<file path="config.mk">
export PLATFORM = sky130hd
export DESIGN_NAME = alu_16_bit_sequencer
export DESIGN_NICKNAME = d
export VERILOG_FILES = /design/src/rtl/alu_16_bit_pkg.sv /design/src/rtl/alu_cmd_fifo.sv /design/src/rtl/alu_16_bit_sequencer.sv
export SDC_FILE = /design/constraint.sdc
export NUM_CORES = 1
export LEC_CHECK = 0
export CAP_MARGIN = 0
export CORE_UTILIZATION = 55
export CTS_BUF_LIST = sky130_fd_sc_hd__clkbuf_16
export CTS_CLUSTER_SIZE = 20
export DETAILED_ROUTE_END_ITERATION = 10
export PLACE_DENSITY = 0.77
export SYNTH_ARGS = -nofsm -noshare
export SYNTH_HDL_FRONTEND = slang
export SYNTH_SLANG_ARGS = --single-unit
</file>
<file path="constraint.sdc">
create_clock -name Clock_In -period 3.3 [get_ports Clock_In]
set_input_delay 0.66 -clock Clock_In [delete_from_list [all_inputs] [get_ports Clock_In]]
set_output_delay 0.66 -clock Clock_In [all_outputs]
set_load 0.1 [all_outputs]
</file>
<file path="src/rtl/alu_16_bit_pkg.sv">
// Shared types for the 16-bit ALU command sequencer: opcodes, command word,
// sequencer FSM states and the fixed divide-by-zero result.
package alu_16_bit_pkg;

  localparam int DATA_WIDTH = 16;
  localparam int OP_WIDTH   = 4;

  typedef enum logic [OP_WIDTH-1:0] {
    OP_INC    = 4'h0,
    OP_DEC    = 4'h1,
    OP_ADD    = 4'h2,
    OP_SUB_AB = 4'h3,
    OP_SUB_BA = 4'h4,
    OP_MUL    = 4'h5,
    OP_DIV    = 4'h6,
    OP_MOD    = 4'h7,
    OP_AND    = 4'h8,
    OP_OR     = 4'h9,
    OP_NOT_A  = 4'hA,
    OP_NOT_B  = 4'hB,
    OP_NAND   = 4'hC,
    OP_NOR    = 4'hD,
    OP_XOR    = 4'hE,
    OP_XNOR   = 4'hF
  } alu_op_e;

  typedef struct packed {
    alu_op_e               op;
    logic [DATA_WIDTH-1:0] a;
    logic [DATA_WIDTH-1:0] b;
  } alu_cmd_t;

  typedef enum logic [1:0] {
    ST_IDLE,
    ST_LOAD,
    ST_DRIVE,
    ST_RESPOND
  } seq_state_e;

  localparam logic [DATA_WIDTH-1:0] DIV_ZERO_RESULT = 16'hFFFF;

  function automatic logic is_div_op(input alu_op_e op);
    return (op == OP_DIV) || (op == OP_MOD);
  endfunction

endpackage

</file>
<file path="src/rtl/alu_cmd_fifo.sv">
// Synchronous command FIFO of alu_cmd_t words with occupancy count and a
// registered empty flag so the consumer's pop decision has no comb path to count.
module alu_cmd_fifo
  import alu_16_bit_pkg::*;
#(
  parameter int DEPTH = 4
) (
  input  logic                 i_clk,
  input  logic                 i_rst_n,
  input  logic                 i_push,
  input  alu_cmd_t             i_push_data,
  input  logic                 i_pop,
  output alu_cmd_t             o_pop_data,
  output logic                 o_full,
  output logic                 o_empty,
  output logic [$clog2(DEPTH):0] o_count
);

  localparam int PTR_W = $clog2(DEPTH);

  alu_cmd_t             r_mem [DEPTH];
  logic [PTR_W-1:0]     r_wr_ptr;
  logic [PTR_W-1:0]     r_rd_ptr;
  logic [PTR_W:0]       r_count;
  logic                 r_empty;
  logic [PTR_W:0]       w_count_next;
  logic                 w_push_en;
  logic                 w_pop_en;

  assign o_full     = (r_count == (PTR_W+1)'(DEPTH));
  assign o_empty    = r_empty;
  assign o_count    = r_count;
  assign o_pop_data = r_mem[r_rd_ptr];
  assign w_push_en  = i_push && !o_full;
  assign w_pop_en   = i_pop && !r_empty;

  always_comb begin
    w_count_next = r_count;
    if (w_push_en && !w_pop_en)
      w_count_next = r_count + (PTR_W+1)'(1);
    else if (!w_push_en && w_pop_en)
      w_count_next = r_count - (PTR_W+1)'(1);
  end

  // Storage carries no reset so it can map onto plain RAM.
  always_ff @(posedge i_clk) begin
    if (w_push_en)
      r_mem[r_wr_ptr] <= i_push_data;
  end

  always_ff @(posedge i_clk or negedge i_rst_n) begin
    if (!i_rst_n) begin
      r_wr_ptr <= '0;
      r_rd_ptr <= '0;
      r_count  <= '0;
      r_empty  <= 1'b1;
    end else begin
      if (w_push_en)
        r_wr_ptr <= r_wr_ptr + PTR_W'(1);
      if (w_pop_en)
        r_rd_ptr <= r_rd_ptr + PTR_W'(1);
      r_count <= w_count_next;
      r_empty <= (w_count_next == '0);
    end
  end

endmodule

</file>
<file path="src/rtl/alu_16_bit_sequencer.sv">
// Buffers ALU commands, issues them one at a time to the external ALU, holds
// operands for a settle window and returns results in accept order.
module alu_16_bit_sequencer
  import alu_16_bit_pkg::*;
#(
  parameter int FIFO_DEPTH    = 4,
  parameter int SETTLE_CYCLES = 1
) (
  input  logic                      Clock_In,
  input  logic                      Reset_n_In,
  input  logic                      Cmd_Valid_In,
  output logic                      Cmd_Ready_Out,
  input  logic [OP_WIDTH-1:0]       Cmd_Op_In,
  input  logic [DATA_WIDTH-1:0]     Cmd_A_In,
  input  logic [DATA_WIDTH-1:0]     Cmd_B_In,
  output logic [$clog2(FIFO_DEPTH):0] Cmd_Count_Out,
  output logic                      Busy_Out,
  output logic                      ALU_Enable_Out,
  output logic [OP_WIDTH-1:0]       ALU_Operation_Select_Out,
  output logic [DATA_WIDTH-1:0]     ALU_Data_A_Out,
  output logic [DATA_WIDTH-1:0]     ALU_Data_B_Out,
  input  logic [DATA_WIDTH-1:0]     ALU_Result_In,
  input  logic                      ALU_Carry_In,
  output logic                      Rsp_Valid_Out,
  input  logic                      Rsp_Ready_In,
  output logic [DATA_WIDTH-1:0]     Rsp_Result_Out,
  output logic                      Rsp_Carry_Out,
  output logic                      Rsp_Zero_Out,
  output logic                      Rsp_Div_Zero_Out
);

  localparam int SET_W = (SETTLE_CYCLES > 1) ? $clog2(SETTLE_CYCLES) : 1;

  logic                  w_fifo_full;
  logic                  w_fifo_empty;
  logic                  w_push;
  logic                  w_pop;
  alu_cmd_t              w_push_cmd;
  alu_cmd_t              w_fifo_dout;

  seq_state_e            r_state;
  alu_cmd_t              r_cmd;
  logic [SET_W-1:0]      r_settle;
  logic                  r_alu_en;
  logic [OP_WIDTH-1:0]   r_alu_op;
  logic [DATA_WIDTH-1:0] r_alu_a;
  logic [DATA_WIDTH-1:0] r_alu_b;
  logic                  r_rsp_valid;
  logic [DATA_WIDTH-1:0] r_rsp_result;
  logic                  r_rsp_carry;
  logic                  r_rsp_zero;
  logic                  r_rsp_div_zero;

  assign w_push_cmd = '{op: alu_op_e'(Cmd_Op_In), a: Cmd_A_In, b: Cmd_B_In};
  assign w_push     = Cmd_Valid_In && !w_fifo_full;
  // Pop only from IDLE or on a completed response handshake.
  assign w_pop      = !w_fifo_empty &&
                      ((r_state == ST_IDLE) || (r_state == ST_RESPOND && Rsp_Ready_In));

  alu_cmd_fifo #(.DEPTH(FIFO_DEPTH)) u_cmd_fifo (
    .i_clk       (Clock_In),
    .i_rst_n     (Reset_n_In),
    .i_push      (w_push),
    .i_push_data (w_push_cmd),
    .i_pop       (w_pop),
    .o_pop_data  (w_fifo_dout),
    .o_full      (w_fifo_full),
    .o_empty     (w_fifo_empty),
    .o_count     (Cmd_Count_Out)
  );

  always_ff @(posedge Clock_In or negedge Reset_n_In) begin
    if (!Reset_n_In) begin
      r_state        <= ST_IDLE;
      r_cmd          <= '0;
      r_settle       <= '0;
      r_alu_en       <= 1'b0;
      r_alu_op       <= '0;
      r_alu_a        <= '0;
      r_alu_b        <= '0;
      r_rsp_valid    <= 1'b0;
      r_rsp_result   <= '0;
      r_rsp_carry    <= 1'b0;
      r_rsp_zero     <= 1'b0;
      r_rsp_div_zero <= 1'b0;
    end else begin
      case (r_state)
        ST_IDLE: begin
          if (!w_fifo_empty) begin
            r_cmd   <= w_fifo_dout;
            r_state <= ST_LOAD;
          end
        end
        ST_LOAD: begin
          if (is_div_op(r_cmd.op) && (r_cmd.b == '0)) begin
            r_rsp_result   <= DIV_ZERO_RESULT;
            r_rsp_carry    <= 1'b0;
            r_rsp_zero     <= 1'b0;
            r_rsp_div_zero <= 1'b1;
            r_rsp_valid    <= 1'b1;
            r_state        <= ST_RESPOND;
          end else begin
            r_alu_en <= 1'b1;
            r_alu_op <= r_cmd.op;
            r_alu_a  <= r_cmd.a;
            r_alu_b  <= r_cmd.b;
            r_settle <= SET_W'(SETTLE_CYCLES - 1);
            r_state  <= ST_DRIVE;
          end
        end
        ST_DRIVE: begin
          if (r_settle == '0) begin
            r_rsp_result   <= ALU_Result_In;
            r_rsp_carry    <= ALU_Carry_In;
            r_rsp_zero     <= (ALU_Result_In == '0);
            r_rsp_div_zero <= 1'b0;
            r_rsp_valid    <= 1'b1;
            r_alu_en       <= 1'b0;
            r_state        <= ST_RESPOND;
          end else begin
            r_settle <= r_settle - SET_W'(1);
          end
        end
        ST_RESPOND: begin
          if (Rsp_Ready_In) begin
            r_rsp_valid <= 1'b0;
            if (!w_fifo_empty) begin
              r_cmd   <= w_fifo_dout;
              r_state <= ST_LOAD;
            end else begin
              r_state <= ST_IDLE;
            end
          end
        end
        default: r_state <= ST_IDLE;
      endcase
    end
  end

  assign Cmd_Ready_Out            = !w_fifo_full;
  assign Busy_Out                 = (r_state != ST_IDLE) || !w_fifo_empty;
  assign ALU_Enable_Out           = r_alu_en;
  assign ALU_Operation_Select_Out = r_alu_op;
  assign ALU_Data_A_Out           = r_alu_a;
  assign ALU_Data_B_Out           = r_alu_b;
  assign Rsp_Valid_Out            = r_rsp_valid;
  assign Rsp_Result_Out           = r_rsp_result;
  assign Rsp_Carry_Out            = r_rsp_carry;
  assign Rsp_Zero_Out             = r_rsp_zero;
  assign Rsp_Div_Zero_Out         = r_rsp_div_zero;

endmodule

</file>
# Word level (Yosys, flattened, before mapping)

Memory sizes are Yosys's and may differ from the RTL's.
Cells that the tools add are included.
Widths: inputs -> output; s select.

Register bits: 104
Bits in latches: 0
Memory bits (writable): 144
ROM bits: 0
Input port bits: 57
Output and inout port bits: 62
Word-level logic and storage cells: 98
Memories kept: 1

Add/subtract/negate cells: 5
Multiply operators: 0
Div/mod/pow operators: 0
Magnitude comparators: 0
Equality and inequality tests: 11
Shift operators: 0
Mux-type cells: 32
Bitwise gates (word level): 1
Reductions and logical operators: 30

Memory list:

| memory           | words | bits a word | read ports | clocked after memory_dff | write ports | line               | RTL |
|---|---|---|---|---|---|---|---|
| u_cmd_fifo.r_mem | 4     | 36          | 1          | 0                        | 1           | alu_cmd_fifo.sv:21 | `alu_cmd_t r_mem [DEPTH];` |

Operators with widths:

| operator            | count |
|---|---|
| $mux 36             | 2 |
| $pmux 36 s2         | 1 |
| $logic_not 16->1    | 2 |
| $mux 16             | 2 |
| $pmux 16 s2         | 1 |
| $mux 1              | 14 |
| $ne 2x2->1 const B  | 5 |
| $pmux 1 s2          | 5 |
| $reduce_and 3->1    | 3 |
| $eq 4x3->1 const B  | 2 |
| $logic_and 1x1->1   | 8 |
| $pmux 2 s4          | 1 |
| $mux 2              | 3 |
| $mux 3              | 2 |
| $reduce_and 2->1    | 3 |
| $reduce_bool 2->1   | 3 |
| $add 2x1->2 const B | 2 |
| $eq 2x2->1 const B  | 2 |
| $logic_not 1->1     | 4 |
| $reduce_and 4->1    | 1 |
| $add 3x1->3 const B | 1 |
| $eq 3x3->1 const B  | 1 |
| $logic_not 3->1     | 1 |
| $logic_or 1x1->1    | 3 |
| other kinds (7)     | 7 |

# Longest topological paths before layout

Gate-level depths: netlist of the first run.

Depth after elaboration: 9
Depth in mapped cells: 7
Mapped depth without buffers: 6

# By module

From an unflattened synthesis of the first run, not the netlist that was laid out.

Cells, all modules: 495
Area, all modules: 9705.6 um^2

By module, submodules not included:

| module               | times used | cells an instance | area an instance (um^2) | seq. area each (um^2) |
|---|---|---|---|---|
| alu_cmd_fifo         | 1          | 241               | 5739.3                  | 4525.6 |
| alu_16_bit_sequencer | 1          | 254               | 3966.3                  | 2377.3 |

# Worst setup path after synthesis of the first run

Ideal clock, no wire load.

Path kind: reg-to-reg
Start: reg u_cmd_fifo.r_count[0], in the netlist u_cmd_fifo.o_count[0]
End: mem u_cmd_fifo.r_mem[0][0] in the netlist's numbering (enable)
Library setup time: 0.397 ns
Data arrival time: 2.681 ns
Required time: 2.903 ns
Path slack: 0.222 ns
Cell stages (with the launch flop): 5
Path buffers: 0
Period minus slack after synthesis: 3.078 ns
Path through: dfrtp_1 > inv_1 > ha_1 > a21boi_2 > and2_1

Cells in the longest elaborated chain, start to end: 6

RTL lines:

| what                           | line                                           | RTL |
|---|---|---|
| start: declaration             | alu_cmd_fifo.sv:24                             | `logic [PTR_W:0] r_count;` |
| start signal: assignment       | alu_cmd_fifo.sv:62                             | `r_count <= w_count_next;` |
| $eq 3x3->1 *                   | alu_cmd_fifo.sv:30                             | `assign o_full = (r_count == (PTR_W+1)'(DEPTH));` |
| $logic_not 1->1 *              | alu_cmd_fifo.sv:34, alu_16_bit_sequencer.sv:55 |  |
| $logic_and 1x1->1              | alu_16_bit_sequencer.sv:55                     | `assign w_push = Cmd_Valid_In && !w_fifo_full;` |
| $logic_and 1x1->1 *            | alu_cmd_fifo.sv:34                             | `assign w_push_en = i_push && !o_full;` |
| $mux 1 *                       | alu_cmd_fifo.sv:47                             | `if (w_push_en)` |
| $mux 1 (implied by the code) * | alu_cmd_fifo.sv:48                             | `r_mem[r_wr_ptr] <= i_push_data;` |
| end: declaration               | alu_cmd_fifo.sv:21                             |  |

Mark *: on every way between the ends. The rest lies on a longest branch, timed or not.

# Worst setup path in the final report of the first run

Start: reg r_cmd[1] in the netlist's numbering
End: reg r_alu_b[1], in the netlist ALU_Data_B_Out[1]

Cells in the longest elaborated chain, start to end: 4

RTL lines:

| what                       | line                        | RTL |
|---|---|---|
| start: declaration         | alu_16_bit_sequencer.sv:42  | `alu_cmd_t r_cmd;` |
| start signal: assignment   | alu_16_bit_sequencer.sv:90  | `r_cmd <= w_fifo_dout;` |
| start signal: assignment   | alu_16_bit_sequencer.sv:128 | `r_cmd <= w_fifo_dout;` |
| $logic_not 16->1           | alu_16_bit_sequencer.sv:95  | `if (is_div_op(r_cmd.op) && (r_cmd.b == '0)) begin` |
| $logic_and 1x1->1          | alu_16_bit_sequencer.sv:95  |  |
| $not 1->1 (no line)        | n/a                         |  |
| $reduce_and 2->1 (no line) | n/a                         |  |
| end signal: assignment     | alu_16_bit_sequencer.sv:106 | `r_alu_b <= r_cmd.b;` |
| end: declaration           | alu_16_bit_sequencer.sv:47  | `logic [DATA_WIDTH-1:0] r_alu_b;` |

Several ways; a longest one is shown, not always the timed one.
A chain may end at the register's enable or synchronous reset.

==> summary by stage, run 1 <==
Timing
The clock period could shrink to approximately 2.5 ns. The relative slew slack is 0.318. The final setup violation count is 0. The share of the cycle needed by the critical path after routing is 0.765.

Setup repair after global routing left no endpoint under its margin. At the pin with the least slew margin, the transition time is 1.02 ns. On the final layout, the worst clock skew is 0.0129 ns. The count of pins over their slew limit is 0. The final count of hold timing violations is 0. Adding up every negative setup slack in the final design gives 0 ns.

The maximum frequency from static timing analysis is between 0.3 and 0.4 GHz.

Floorplanning
After floorplanning, the core was sized to cover 16800 µm². The initial core utilization is 0.569. The x dimension of the die is 134 µm. For this design the top-level I/O count stands at 119.

The floorplan has 47 rows. The die covers 17900 µm². Measured along the y axis, the die boundary spans 134 µm.

Placement
The detailed placer's ending HPWL is 11500 µm. The congestion estimate from routability-driven global placement came to 0.768. The port buffer count is 118.

Yosys
Counting flops with an async set or reset pin after synthesis yields a share of 0.417. edfxtp_1 is the most common cell in the netlist. During synthesis, Yosys emitted a total of 0 warnings. The complex-gate fraction of the synthesized area is 0.0395. By area, the combinational part of the netlist is dominated by multiplexers. In the synthesized netlist, the number of instances is 498. Of the total synthesized cell area, the portion taken by XOR and XNOR cells is 0.00459. The average instance area after synthesis is 19.1 µm². Measured against the total synthesized area, the mux share comes to 0.171. Among all flip-flop cells after synthesis, the most frequent one is edfxtp_1. Of the total synthesized cell area, the portion taken by full adders, half adders and majority gates is 0.0158. The number of nets in the synthesized netlist is 567. The count of different cell masters after synthesis is 47. The register bit total from synthesis is 247. The number of enable flip-flop cells after synthesis is ~140. Of the synthesized area, sequential elements account for 0.724. Of the total synthesized cell area, the portion taken by AND, OR, NAND and NOR gates is 0.0277. By count the netlist is led by 144 x edfxtp_1, 102 x dfrtp_1, 71 x mux2_2. Sorting the synthesized cells by area gives the leading types as edfxtp_1 45%, dfrtp_1 27%, mux4_2 8.5%. The dominant cell type by area after synthesis is edfxtp_1. The total standard cell area after synthesis is between 9000 and 10000 µm². The share of synthesized area in the top cell type comes to 0.454.

CTS
In this run, CTS created clock tree buffers numbering 24. The clock reaches the later pin of the worst-skew pair after roughly 0.50 ns. Clock tree synthesis found a total of 247 sinks. The maximum number of buffers from clock root to sink is 3.

TritonCTS built the clock tree. The cell at the root of the clock tree is clkbuf_16. After clock tree synthesis, the clock-pin slew on the worst setup and hold paths is 0.06 ns. The number of setup buffers added after CTS is 0.

The post-CTS resize count is 0. The count of H-tree levels built during CTS is 1. The number of buffers inserted by hold repair at cts is 0.

Detailed routing
The number of optimization iterations in the first detailed-route pass is 4. In this run, the number of DRC markers left after iteration 0 of detailed routing was 251. Once detail routing completed, the nets flagged for antenna violations numbered 0. Dividing the detail-routed via count by the number of cells gives 5.67. After detailed routing, the average wire length per cell comes to 20.9 µm. After detailed routing, the number of remaining DRC violations is 0. The routed layout has ~5000 vias. The detailed-route wire length is about 18000 µm.

Min path
The min-delay analysis places its worst path in the category in2async.

Setup path
The worst path arrival time is 2.90 ns. The largest individual stage delay along the critical path comes from the cell nor4_1. At the worst endpoint, the required time is about 3.7 ns. The top fanout value on the critical path is 21. The signal on the critical path passes through nor4_1 -> nand2_1 -> o21ai_2 -> buf_4 -> mux2_2. The number of buffers and inverters on the critical path is 1. STA classifies the critical path startpoint as a register. The setup path with the least slack is of type reg2reg. The worst setup path is captured at a register. The gate family responsible for the most delay along the worst path is simple AND/OR/NAND/NOR gates. The stage delay of the slowest cell on the critical path is roughly 0.79 ns.

GRT
The initial antenna violation count is 0. The total global routing overflow is 0. The global-route usage over all layers is 0.212.

Entering global routing, the biggest net connects 80 pins. The via count of the first global-routing pass is 5345. The first global-routing pass estimated 29000 µm of wire.

Final layout
The number of nets at the end of the flow is 699. The number of fill cells in the layout is 1081. The repair_antennas step left the layout with diodes totalling 0. In the final layout, the share of cells above drive strength 1 is 0.343. From synthesis to final layout, the design area changed by 21.1%.

Status
The flow ran to the end, and the final reports show no timing, DRC or antenna violations.

Run
The number of max-cap violations is 0.
[cell families (layout without fill, tap and decap cells)]
kind of cell	count (synthesis)	count (layout)
compound gates	43	43
flops	247	247
simple gates	49	49
fa+ha+maj	12	12
buf+inv	33	182
mux	109	109
xor+xnor	5	5
[routing by layer]
metal	vias up	share of wire	global-route usage
met1	2532	0.43	0.286
li1	2232	-	-
met2	135	0.51	0.365
met3	18	0.049	0.0354
met5	-	0	0
met4	0	0.012	0.0455
[path summary, 6_finish.rpt]
path | slack [ns] | depth (start not counted) | startpoint | endpoint
max | 0.78 | 5 | r_cmd[1]$_DFFE_PN0P_ | ALU_Data_B_Out[1]$_DFFE_PN0P_
min in group Clock_In | 0.50 | 1 | Rsp_Result_Out[11]$_DFFE_PN0P_ | Rsp_Result_Out[11]$_DFFE_PN0P_
max reg2reg | 0.78 | 5 | r_cmd[1]$_DFFE_PN0P_ | ALU_Data_B_Out[1]$_DFFE_PN0P_
max in group asynchronous | 2.12 | 2 | Reset_n_In | ALU_Data_B_Out[0]$_DFFE_PN0P_
min reg2reg | 0.50 | 1 | Rsp_Result_Out[11]$_DFFE_PN0P_ | Rsp_Result_Out[11]$_DFFE_PN0P_
min | 0.32 | 1 | Reset_n_In | r_state[1]$_DFFE_PN0P_
[per-stage QoR]
step | instance area [µm²] | setup WS [ns] | std cells | utilization | hold slack [ns]
final | 11500 | 0.777 | 867 | 0.689 | 0.321
after global routing | 11500 | 0.613 | 867 | 0.689 | 0.406
after CTS | 11500 | 0.787 | 867 | 0.689 | 0.366
after detailed placement | 10900 | 0.549 | 824 | 0.647 | 0.484
after global placement | 10900 | 0.620 | 824 | 0.647 | 0.477
after floorplan | 9530 | 0.222 | 498 | - | 0.364
[state kept, by name, indices dropped and copies added (netlist names), 2 cells and up]
signal and cells:
u_cmd_fifo.r_wr_ptr 2, u_cmd_fifo.o_count 3, u_cmd_fifo.r_rd_ptr 2, ALU_Data_B_Out 16
r_cmd 36, Rsp_Result_Out 16, r_state 2, ALU_Data_A_Out 16
u_cmd_fifo.r_mem 144, ALU_Operation_Select_Out 4
[worst reg2reg max path: stages, from the launching register on]
cell	delay, ns
dfrtp_1	0.42
nor4_1	0.80
nand2_1	0.28
o21ai_2	0.18
buf_4	0.32
mux2_2	0.40
[cell usage in the layout (no fill, tap or decap), types with 2 or more instances in the layout]
cell	Yosys	routed
buf_4	0	69
clkbuf_16	0	25
clkinv_1	1	8
buf_12	0	4
ha_1	12	12
mux4_2	36	36
nor2_1	7	7
inv_1	10	20
nand3_1	5	5
a21oi_1	4	4
o32a_1	15	15
clkdlybuf4s50_1	0	55
a211oi_1	3	3
nand4_1	2	2
edfxtp_1	144	144
nand2_1	9	9
and2_1	6	2
nor2b_1	3	3
dfrtp_1	102	100
xnor2_1	4	4
mux2_2	71	71
nor3_1	3	3
dfrtp_2	0	2
nor4_1	9	9
and2_2	0	4
o21ai_0	4	4
mux2_1	2	2
[area by class of cell]
cell class                 count  area, µm²  area share
multi-input combinational    218       2480       0.215
timing repair buffer         128       1150      0.0995
clock inverter                18       68.8     0.00596
tap                          220        275      0.0238
clock buffer                  25        626      0.0542
inverter                      11       41.3     0.00358
sequential                   247       6910       0.598
Power of run 1 is left out: the tool's default activity adds up to more than one toggle a clock period on the data nets, which glitch-free logic cannot reach.
==> run 2, diff against run 1 <==
- CORE_UTILIZATION: 55 -> 50
- PLACE_DENSITY: 0.77 -> 0.74
- clock period: 3.3 -> 2.2 ns (I/O delays scaled with it)
==> run 2 against run 1 <==
Compared with the run above:
- worst hold slack got worse by 0.0037 ns
- final cell count rose by 4.8%
- critical endpoint is now ALU_Data_A_Out[9]$_DFFE_PN0P_
- worst setup slack got worse by 0.65 ns
- sequential cell count did not move
- clock skew barely moved
- utilization fell by 5.1 points
- register-to-register slack got worse by 0.65 ns
- non-clock buffer count rose by 24
==> summary by stage, run 2 (synthesis results as in run 1) <==
Status
The flow ran to the end, and the final reports show no timing, DRC or antenna violations.

Timing
The maximum frequency from static timing analysis is 0.481 GHz. The worst pin sits at a relative slew slack of 0.532. For the pin with the worst max-slew slack, the measured transition is 0.701 ns. Setup repair after global routing left no endpoint under its margin. After layout, the minimum clock period comes to approximately 2.1 ns.

The worst clock skew is 0.0129 ns. Of the available clock period, the critical path in the final layout requires 0.944. The final count of hold timing violations is 0. The count of pins over their slew limit is 0. Summed over all failing endpoints, the final setup total negative slack is 0 ns. The final setup violation count is 0.

Placement
The placer's final routability congestion estimate is approximately 0.79. Port buffering added ~120 buffers. After detailed placement, the total cell area comes to 11100 µm².

The detailed placer's ending HPWL is 12000 µm.

Setup path
The endpoint of the worst-slack reg-to-reg timing path is ALU_Data_A_Out[9]$_DFFE_PN0P_. The worst setup path is launched from a register. Of all nets on the critical path, the largest fanout is 17.

STA classifies the critical path endpoint as a register. The kind of critical path is reg2reg. Data arrives at the worst endpoint at 2.47 ns. The reg-to-reg startpoint is r_cmd[7]$_DFFE_PN0P_. Data on the critical path is required at its endpoint by 2.60 ns. Setup slack on the worst reg-to-reg path comes out at 0.12 ns.

The number of cell instances on the worst register-to-register path is 5.

Detailed routing
For this run, the detailed router's first-pass iteration total came to 6. The count of antenna-violating nets left after detailed routing is 0. For this run, design rule violations remaining after detail routing come to 0. The detailed-route wire length is 18500 µm. After detailed routing, the met3 layer carries 880 µm of wire. After the first detailed-routing iteration, the DRC count stood at between 200 and 300.

The highest layer touched by signal routing is met4. Dividing the detail-routed via count by the number of cells gives around 5.6. The routed via count is 5099. The mean routed wirelength per cell is 20.3 µm. The detailed-route wire length on metal 1 is between 7000 and 8000 µm. After detailed routing, the met2 layer carries 9570 µm of wire.

GRT
The global-route usage over all layers is 0.196. The via count of the first global-routing pass was between 5000 and 6000. The pin count of the biggest net entering global routing is 41. The initial antenna violation count came to 0. The wire length of the first global-routing pass is 29500 µm. The total global routing overflow is 0.

CTS
The count of H-tree levels built during CTS is 1. The cell sitting at the root of the clock tree is a clkbuf_16. Clock-pin slew was measured on the worst setup and hold paths at 0.06 ns.

The maximum number of buffers from clock root to sink is 3. The number of gates resized after CTS was 0. The count of clock tree sinks is ~250. The post-CTS setup buffer count is 0. The number of buffers inserted during clock tree synthesis is 25. The clock reaches the later pin of the worst-skew pair after 0.51 ns. The TritonCTS clock tree is yes.

Final layout
Leaving out fill and tap cells, the most frequent cell in the layout is edfxtp_1. In the final layout, the share of cells above drive strength 1 is 0.381. The number of diodes added for antenna fixing is 0. At the end of the flow, the number of nets in the layout was 725. The area of all placed cells without fillers is 11900 µm².

The number of flip-flops under the largest register name is approximately 140. The largest registers in the layout are u_cmd_fifo.r_mem (144), r_cmd (36). The area growth from synthesis to layout is 25.2%. In the layout the commonest cells are 144 x edfxtp_1, 98 x dfrtp_1, 85 x buf_4. The register containing the most flip-flops in the final layout is u_cmd_fifo.r_mem.

Floorplanning
Row generation in the floorplan step produced 50 rows. The x dimension of the die is 140 µm. In this run the vertical extent of the chip is 140 µm. The die covers roughly 20000 µm². The count of boundary I/O pins is 119. The total core area is 18700 µm².

The initial utilization of the core area, before any placement, comes to 0.510.

Min path
The tightest min-delay check is of the in2async type.

Run
The tool flagged a number of max-cap violations equal to 0.
-- run 2: worst max-delay path: stages, from the launching register on --
cell and delay [ns]:
dfrtp_1 0.39, nor4_1 0.40, buf_4 0.19, and4_1 0.38
a21boi_4 0.24, mux2_1 0.36
-- run 2: how the worst max path moves through the flow --
stage	start	end	slack (ns)	cells after the start
2_1_floorplan	u_cmd_fifo.o_count[0]$_DFF_PN0_	u_cmd_fifo.r_mem[0][0]$_DFFE_PP_	-0.17	4
3_3_place_gp	r_cmd[7]$_DFFE_PN0P_	ALU_Data_A_Out[2]$_DFFE_PN0P_	0.07	5
3_5_place_dp	r_cmd[7]$_DFFE_PN0P_	ALU_Data_A_Out[8]$_DFFE_PN0P_	-0.03	5
4_1_cts	u_cmd_fifo.o_count[0]$_DFF_PN0_	Cmd_Ready_Out	0.13	4
5_1_grt	r_cmd[7]$_DFFE_PN0P_	ALU_Data_B_Out[8]$_DFFE_PN0P_	0.01	6
6_report	r_cmd[7]$_DFFE_PN0P_	ALU_Data_A_Out[9]$_DFFE_PN0P_	0.12	5
-- run 2: final cells by class --
| class | count | area, µm² |
|---|---|---|
| sequential | 247 | 6910 |
| clock buffer | 25 | 626 |
| timing repair buffer | 152 | 1420 |
| fill | 1250 | 6770 |
| multi-input combinational | 219 | 2490 |
| tap | 234 | 293 |
| clock inverter | 21 | 153 |
| inverter | 11 | 41.3 |
-- run 2: timing repair --
action                                 CTS  global route
endpoints found under the hold margin    9             0
hold buffers                             1             0
setup endpoints to repair               15             0
-- run 2: layer usage --
layer	GRT usage	up-vias
met5	0	-
met4	0.0549	0
met3	0.0342	28
met2	0.347	142
met1	0.249	2638
li1	-	2291
-- run 2: per-stage QoR --
stage	worst slack, ns	hold slack [ns]	instances	utilization
final	0.123	0.318	909	0.638
after global routing	0.0133	0.335	909	0.638
after detailed placement	-0.0270	0.297	861	0.595
after global placement	0.0677	0.292	861	0.595
after floorplan	-0.167	0.144	498	-
after CTS	0.130	0.319	909	0.638
Power of run 2 is left out for the same reason.
